<file path="config.mk">
export PLATFORM = sky130hd
export DESIGN_NAME = stack_arbiter
export DESIGN_NICKNAME = d
export VERILOG_FILES = /design/src/rtl/stack_arbiter.sv
export SDC_FILE = /design/constraint.sdc
export NUM_CORES = 1
export LEC_CHECK = 0
export BUFFER_PORTS_ARGS = -buffer_cell sky130_fd_sc_hd__buf_2
export CAP_MARGIN = 15
export CORE_AREA = 10 10 81 83
export DETAILED_ROUTE_END_ITERATION = 8
export DIE_AREA = 0 0 91 93
export PLACE_DENSITY_LB_ADDON = 0.15
export RECOVER_POWER = 25
export SLEW_MARGIN = 25
export SYNTH_ARGS = -nofsm -noshare
export SYNTH_HDL_FRONTEND = slang
export SYNTH_SLANG_ARGS = --single-unit
export TNS_END_PERCENT = 1
</file>
<file path="constraint.sdc">
create_clock -name clk -period 2.37 [get_ports clk]
set_clock_uncertainty 0.15 [all_clocks]
set_input_delay 0.1185 -clock clk [delete_from_list [all_inputs] [get_ports clk]]
set_output_delay 0.1185 -clock clk [all_outputs]
set_load 0.005 [all_outputs]
</file>
<file path="src/rtl/stack_arbiter.sv">
// stack_arbiter: two-port fixed-priority arbiter onto a stack memory, with p1 starvation override.
module stack_arbiter #(
  parameter int STARVE_LIMIT = 4
) (
  input  logic        clk,
  input  logic        rst_n,
  input  logic        p0_req,
  input  logic [7:0]  p0_addr,
  input  logic [31:0] p0_wdata,
  input  logic        p0_we,
  input  logic [1:0]  p0_size,
  output logic        p0_gnt,
  output logic        p0_rvalid,
  output logic [31:0] p0_rdata,
  input  logic        p1_req,
  input  logic [7:0]  p1_addr,
  input  logic [31:0] p1_wdata,
  input  logic        p1_we,
  input  logic [1:0]  p1_size,
  output logic        p1_gnt,
  output logic        p1_rvalid,
  output logic [31:0] p1_rdata,
  output logic [7:0]  mem_addr,
  output logic [31:0] mem_wdata,
  output logic        mem_we,
  output logic [1:0]  mem_size,
  input  logic [31:0] mem_rdata
);
  typedef enum logic {NORMAL, FORCE_P1} state_t;
  state_t state, state_nxt;
  logic [3:0] cnt, cnt_nxt;
  logic rd_v, rd_id;
  logic force_p1;
  assign force_p1 = state == FORCE_P1;
  // rst_n gates the grants so nothing reaches memory while reset is held
  assign p1_gnt = rst_n & p1_req & (force_p1 | ~p0_req);
  assign p0_gnt = rst_n & p0_req & ~(force_p1 & p1_req);
  always_comb begin
    cnt_nxt = (~p1_req | p1_gnt) ? 4'd0 : (cnt == 4'd15 ? cnt : cnt + 4'd1);
    state_nxt = state;
    if (force_p1) state_nxt = (p1_gnt | ~p1_req) ? NORMAL : FORCE_P1;
    else state_nxt = (cnt_nxt == 4'(STARVE_LIMIT)) ? FORCE_P1 : NORMAL;
  end
  always_ff @(posedge clk or negedge rst_n) begin
    if (!rst_n) begin
      state <= NORMAL;
      cnt   <= '0;
      rd_v  <= 1'b0;
      rd_id <= 1'b0;
    end else begin
      state <= state_nxt;
      cnt   <= cnt_nxt;
      rd_v  <= (p0_gnt & ~p0_we) | (p1_gnt & ~p1_we);
      rd_id <= p1_gnt;
    end
  end
  assign mem_addr  = p0_gnt ? p0_addr  : p1_gnt ? p1_addr  : '0;
  assign mem_wdata = p0_gnt ? p0_wdata : p1_gnt ? p1_wdata : '0;
  assign mem_we    = p0_gnt ? p0_we    : p1_gnt ? p1_we    : 1'b0;
  assign mem_size  = p0_gnt ? p0_size  : p1_gnt ? p1_size  : '0;
  assign p0_rvalid = rd_v & ~rd_id;
  assign p1_rvalid = rd_v & rd_id;
  assign p0_rdata  = p0_rvalid ? mem_rdata : '0;
  assign p1_rdata  = p1_rvalid ? mem_rdata : '0;
endmodule

</file>
==> run_summary.xml <==
<?xml version="1.0" encoding="UTF-8"?>
<metrics>
  <group name="cts">
    <metric name="cts_inserted_buffers" unit="">3</metric>
    <metric name="clk-insertion-delay-late" unit="ns">0.23</metric>
    <metric name="cell_at_the_root_of_the_clock_tree" unit="">sky130_fd_sc_hd__clkbuf_8</metric>
    <metric name="worst_setup_hold_path_clk_slew" unit="ns">0.04</metric>
    <metric name="max_root_sink_buffers" unit="">2</metric>
    <metric name="cts.sinks" unit="">7</metric>
    <metric name="postCtsResizedCells" unit="">0</metric>
    <metric name="tritoncts" unit="">yes</metric>
    <metric name="clock_tree.htree_level_count" unit="">1</metric>
  </group>
  <group name="synth">
    <metric name="synth.net_count" unit="">288</metric>
    <metric name="synthSimpleGateAreaFrac" unit="%">40.3</metric>
    <metric name="synth_cells" unit="">165</metric>
    <metric name="synth.cell_area" unit="um^2">1250</metric>
    <metric name="synth_fa_ha_area_share" unit="%">0.998</metric>
    <metric name="share_of_the_synthesized_netlist_area_taken_by_xor_and_xnor_gates" unit="%">0.699</metric>
    <metric name="seq_area_frac_synth" unit="%">14.0</metric>
    <metric name="yosys_register_bits" unit="">7</metric>
    <metric name="synth-warning-count" unit="">0</metric>
    <metric name="yosys-mux-area-fraction" unit="%">2.40</metric>
    <metric name="ys_types" unit="">23</metric>
    <metric name="post_synthesis_average_cell_area" unit="um^2">7.60</metric>
    <metric name="synth_compound_area_share" unit="%">32.2</metric>
    <metric name="combinational_family_with_the_most_area_after_synthesis" unit="">simple AND/OR/NAND/NOR gates</metric>
  </group>
  <group name="placed_design">
    <metric name="io_buffer_count" unit="">232</metric>
    <metric name="finalWeightedCongestion" unit="">0.811</metric>
    <metric name="dpl-instance-area" unit="um^2">2430</metric>
    <metric name="post-dp-hpwl" unit="um">7260</metric>
  </group>
  <group name="setup_path">
    <metric name="worst_setup_path_endpoint" unit="">mem_wdata[26]</metric>
    <metric name="reg2reg_slack" unit="ns">0.78</metric>
    <metric name="crit_path_max_fanout" unit="">44</metric>
    <metric name="crit_start" unit="">rst_n</metric>
    <metric name="worstReg2RegEnd" unit="">force_p1$_DFF_PN0_</metric>
    <metric name="regToRegStartpoint" unit="">cnt[0]$_DFF_PN0_</metric>
    <metric name="timing_worst_setup_path_type" unit="">primary input to output port</metric>
    <metric name="cp.required" unit="ns">2.10</metric>
    <metric name="timing.critical_path.to_type" unit="">output port</metric>
    <metric name="ff2ff_path_depth" unit="">5</metric>
    <metric name="cp_data_arrival_time" unit="ns">1.83</metric>
    <metric name="critPathLaunchType" unit="">primary input</metric>
  </group>
  <group name="final_layout">
    <metric name="diodes" unit="">0</metric>
    <metric name="flow.area_growth_from_synthesis" unit="%">96.8</metric>
    <metric name="layout.cell_area.non_filler" unit="um^2">2470</metric>
    <metric name="nNetsFinal" unit="">514</metric>
    <metric name="final_layout_size_suffix_gt1_share" unit="%">56.9</metric>
  </group>
  <group name="timing">
    <metric name="final.setup.tns" unit="ns">0</metric>
    <metric name="final_hold_viol_count" unit="">0</metric>
    <metric name="period_minus_slack" unit="ns">2.09</metric>
    <metric name="final-max-slew-violation-count" unit="">0</metric>
    <metric name="worst_pin_slew" unit="ns">1.00</metric>
    <metric name="relSlewSlack" unit="%">33.0</metric>
    <metric name="setup_viol" unit="">0</metric>
    <metric name="setup_repair_after_global_routing_missed_its_margin" unit="">no</metric>
    <metric name="final_min_period_over_clock_period" unit="%">88.4</metric>
    <metric name="max_clock_freq" unit="MHz">477</metric>
  </group>
  <group name="route">
    <metric name="drt_wl_total" unit="um">8330</metric>
    <metric name="detail_route.wl_per_cell" unit="um">18.1</metric>
    <metric name="vias_per_cell" unit="">4.61</metric>
    <metric name="drt-pass1-iter-count" unit="">4</metric>
    <metric name="drt.antenna.violating_nets" unit="">0</metric>
    <metric name="count_of_routing_violations_after_the_opening_detailed_route_iteration" unit="">63</metric>
    <metric name="vias" unit="">2120</metric>
    <metric name="drcViolationCount" unit="">0</metric>
  </group>
  <group name="floorplan">
    <metric name="core-area" unit="um^2">5010</metric>
    <metric name="die_width" unit="um">91</metric>
    <metric name="die_y" unit="um">93</metric>
    <metric name="core.rowCount" unit="">26</metric>
    <metric name="num_io_pins" unit="">233</metric>
    <metric name="initial_utilization" unit="%">25.0</metric>
    <metric name="die_area" unit="um^2">8460</metric>
  </group>
  <group name="global_route">
    <metric name="grt_antenna_before_repair" unit="">0</metric>
    <metric name="via_count_of_the_first_global_routing_pass" unit="">2218</metric>
    <metric name="grt_first_pass_wirelength" unit="um">12500</metric>
    <metric name="total_track_usage" unit="%">17.8</metric>
    <metric name="grt_overflow" unit="">0</metric>
    <metric name="grt_start_max_net_pins" unit="">46</metric>
  </group>
  <group name="hold_path">
    <metric name="hold_class" unit="">primary input to flop</metric>
  </group>
  <group name="status">
    <metric name="result_of_the_run" unit="">complete, no violations</metric>
  </group>
  <group name="pwr">
    <metric name="total_leakage_power" unit="nW">1.65</metric>
    <metric name="ir_worst_vdd" unit="mV">0.255</metric>
    <metric name="p_per_area" unit="nW/um^2">253</metric>
  </group>
  <group name="flow_run">
    <metric name="maxCapViolCount" unit="">0</metric>
  </group>
</metrics>
[power by group]
group,switching (mW),internal [mW],total [mW]
combinational,0.146,0.179,0.324
sequential,0.00483,0.125,0.130
clock,0.0537,0.117,0.170
[worst max-delay path, cell delays in order]
cell	delay [ns]
sky130_fd_sc_hd__dlygate4sd3_1	0.52
sky130_fd_sc_hd__buf_2	0.23
sky130_fd_sc_hd__o21ai_2	0.12
sky130_fd_sc_hd__nor2_2	0.11
sky130_fd_sc_hd__buf_4	0.39
sky130_fd_sc_hd__a22o_1	0.21
sky130_fd_sc_hd__buf_2	0.12
[synth_stat cells (all sizes together)]
cell type / count / share of area, %
nor2: 8 / 2.6
o31ai: 1 / 0.60
o21ai: 1 / 0.70
and3: 33 / 16
nor3: 1 / 0.40
a21oi: 1 / 0.40
inv: 2 / 0.60
buf: 9 / 6.1
nand3: 2 / 0.80
o22ai: 1 / 0.50
nand2b: 2 / 1.0
and2: 33 / 16
clkbuf: 9 / 2.7
nand4: 1 / 0.50
mux2i: 3 / 2.4
a22o: 43 / 30
dfrtp: 7 / 14
nand2: 5 / 1.5
xnor2: 1 / 0.70
ha: 1 / 1.0
and2b: 1 / 0.60
[per-layer routing]
metal / vias up / GRT usage [%] / routed length [um]
met5: - / 0 / 0
met1: 908 / 17.5 / 2980
met2: 144 / 32.9 / 4230
li1: 1060 / - / -
met3: 8 / 8.39 / 1020
met4: 0 / 4.70 / 104
[how the worst min path moves through the flow]
| stage | start | end | slack (ns) | depth (start not counted) |
|---|---|---|---|---|
| 6_report | p0_we | rd_v$_DFF_PN0_ | 0.03 | 3 |
| 3_3_place_gp | rst_n | cnt[0]$_DFF_PN0_ | -0.17 | 1 |
| 2_1_floorplan | rst_n | cnt[0]$_DFF_PN0_ | -0.33 | 0 |
| 5_1_grt | p0_we | rd_v$_DFF_PN0_ | 0.06 | 3 |
| 3_5_place_dp | rst_n | cnt[0]$_DFF_PN0_ | -0.17 | 1 |
| 4_1_cts | p0_we | rd_v$_DFF_PN0_ | 0.03 | 3 |
[through the flow]
stage                     hold WS [ns]  power (mW)  std cells  utilization (%)  worst slack [ns]
final                           0.0266       0.625        460             49.3             0.275
after global routing            0.0561       0.675        460             49.3             0.110
after CTS                       0.0257       0.636        460             49.8             0.264
after detailed placement        -0.171       0.459        454             48.5             0.754
after global placement          -0.175       0.457        454             48.5             0.757
after floorplan                 -0.327       0.265        165                -             0.944
[cell type report]
class                   count  area (um^2)
clock buffers               4         45.0
fillers                   551         2540
inverters                   2         7.51
multi-input cells         138          961
flip-flops and latches      7          175
well taps                  70         87.6
repair buffers            239         1190
[flip-flops by register name (all words and copies together) (netlist names)]
register	flops
force_p1	1
cnt	4
rd_id	1
rd_v	1
[timing repair]
item | 4_1_cts | 5_1_grt
endpoints found under the setup margin | 0 | 0
hold buffers | 2 | 0
endpoints found under the hold margin | 8 | 0
buffers inserted | 0 | 0
[cell usage in the layout (no fill, tap or decap)]
cell | netlist | final
sky130_fd_sc_hd__a21oi_1 | 1 | 1
sky130_fd_sc_hd__a22o_1 | 43 | 43
sky130_fd_sc_hd__and2_1 | 33 | 33
sky130_fd_sc_hd__and2b_1 | 1 | 1
sky130_fd_sc_hd__and3_1 | 33 | 33
sky130_fd_sc_hd__buf_2 | 4 | 213
sky130_fd_sc_hd__buf_4 | 0 | 4
sky130_fd_sc_hd__clkbuf_1 | 9 | 21
sky130_fd_sc_hd__clkbuf_8 | 0 | 3
sky130_fd_sc_hd__dfrtp_1 | 7 | 7
sky130_fd_sc_hd__dlygate4sd3_1 | 0 | 2
sky130_fd_sc_hd__ha_1 | 1 | 1
sky130_fd_sc_hd__inv_1 | 2 | 2
sky130_fd_sc_hd__mux2i_1 | 3 | 3
sky130_fd_sc_hd__nand2_1 | 5 | 5
sky130_fd_sc_hd__nand2b_1 | 2 | 2
sky130_fd_sc_hd__nand3_1 | 2 | 2
sky130_fd_sc_hd__nand4_1 | 1 | 1
sky130_fd_sc_hd__nor2_1 | 7 | 7
sky130_fd_sc_hd__nor2_2 | 1 | 1
sky130_fd_sc_hd__nor3_1 | 1 | 1
sky130_fd_sc_hd__o21ai_2 | 1 | 1
sky130_fd_sc_hd__o22ai_1 | 1 | 1
sky130_fd_sc_hd__o31ai_1 | 1 | 1
sky130_fd_sc_hd__xnor2_1 | 1 | 1
[kinds of logic (layout without fill, tap and decap cells)]
group	Yosys count	after routing
multiplexers	3	3
flip-flops	7	7
XOR/XNOR	1	1
AND/OR/NAND/NOR	86	86
AO/OA/AOI/OAI	47	47
buffers and inverters	20	245
adder cells (fa/ha/maj)	1	1
No activity file was read; power rests on OpenSTA's default activity.
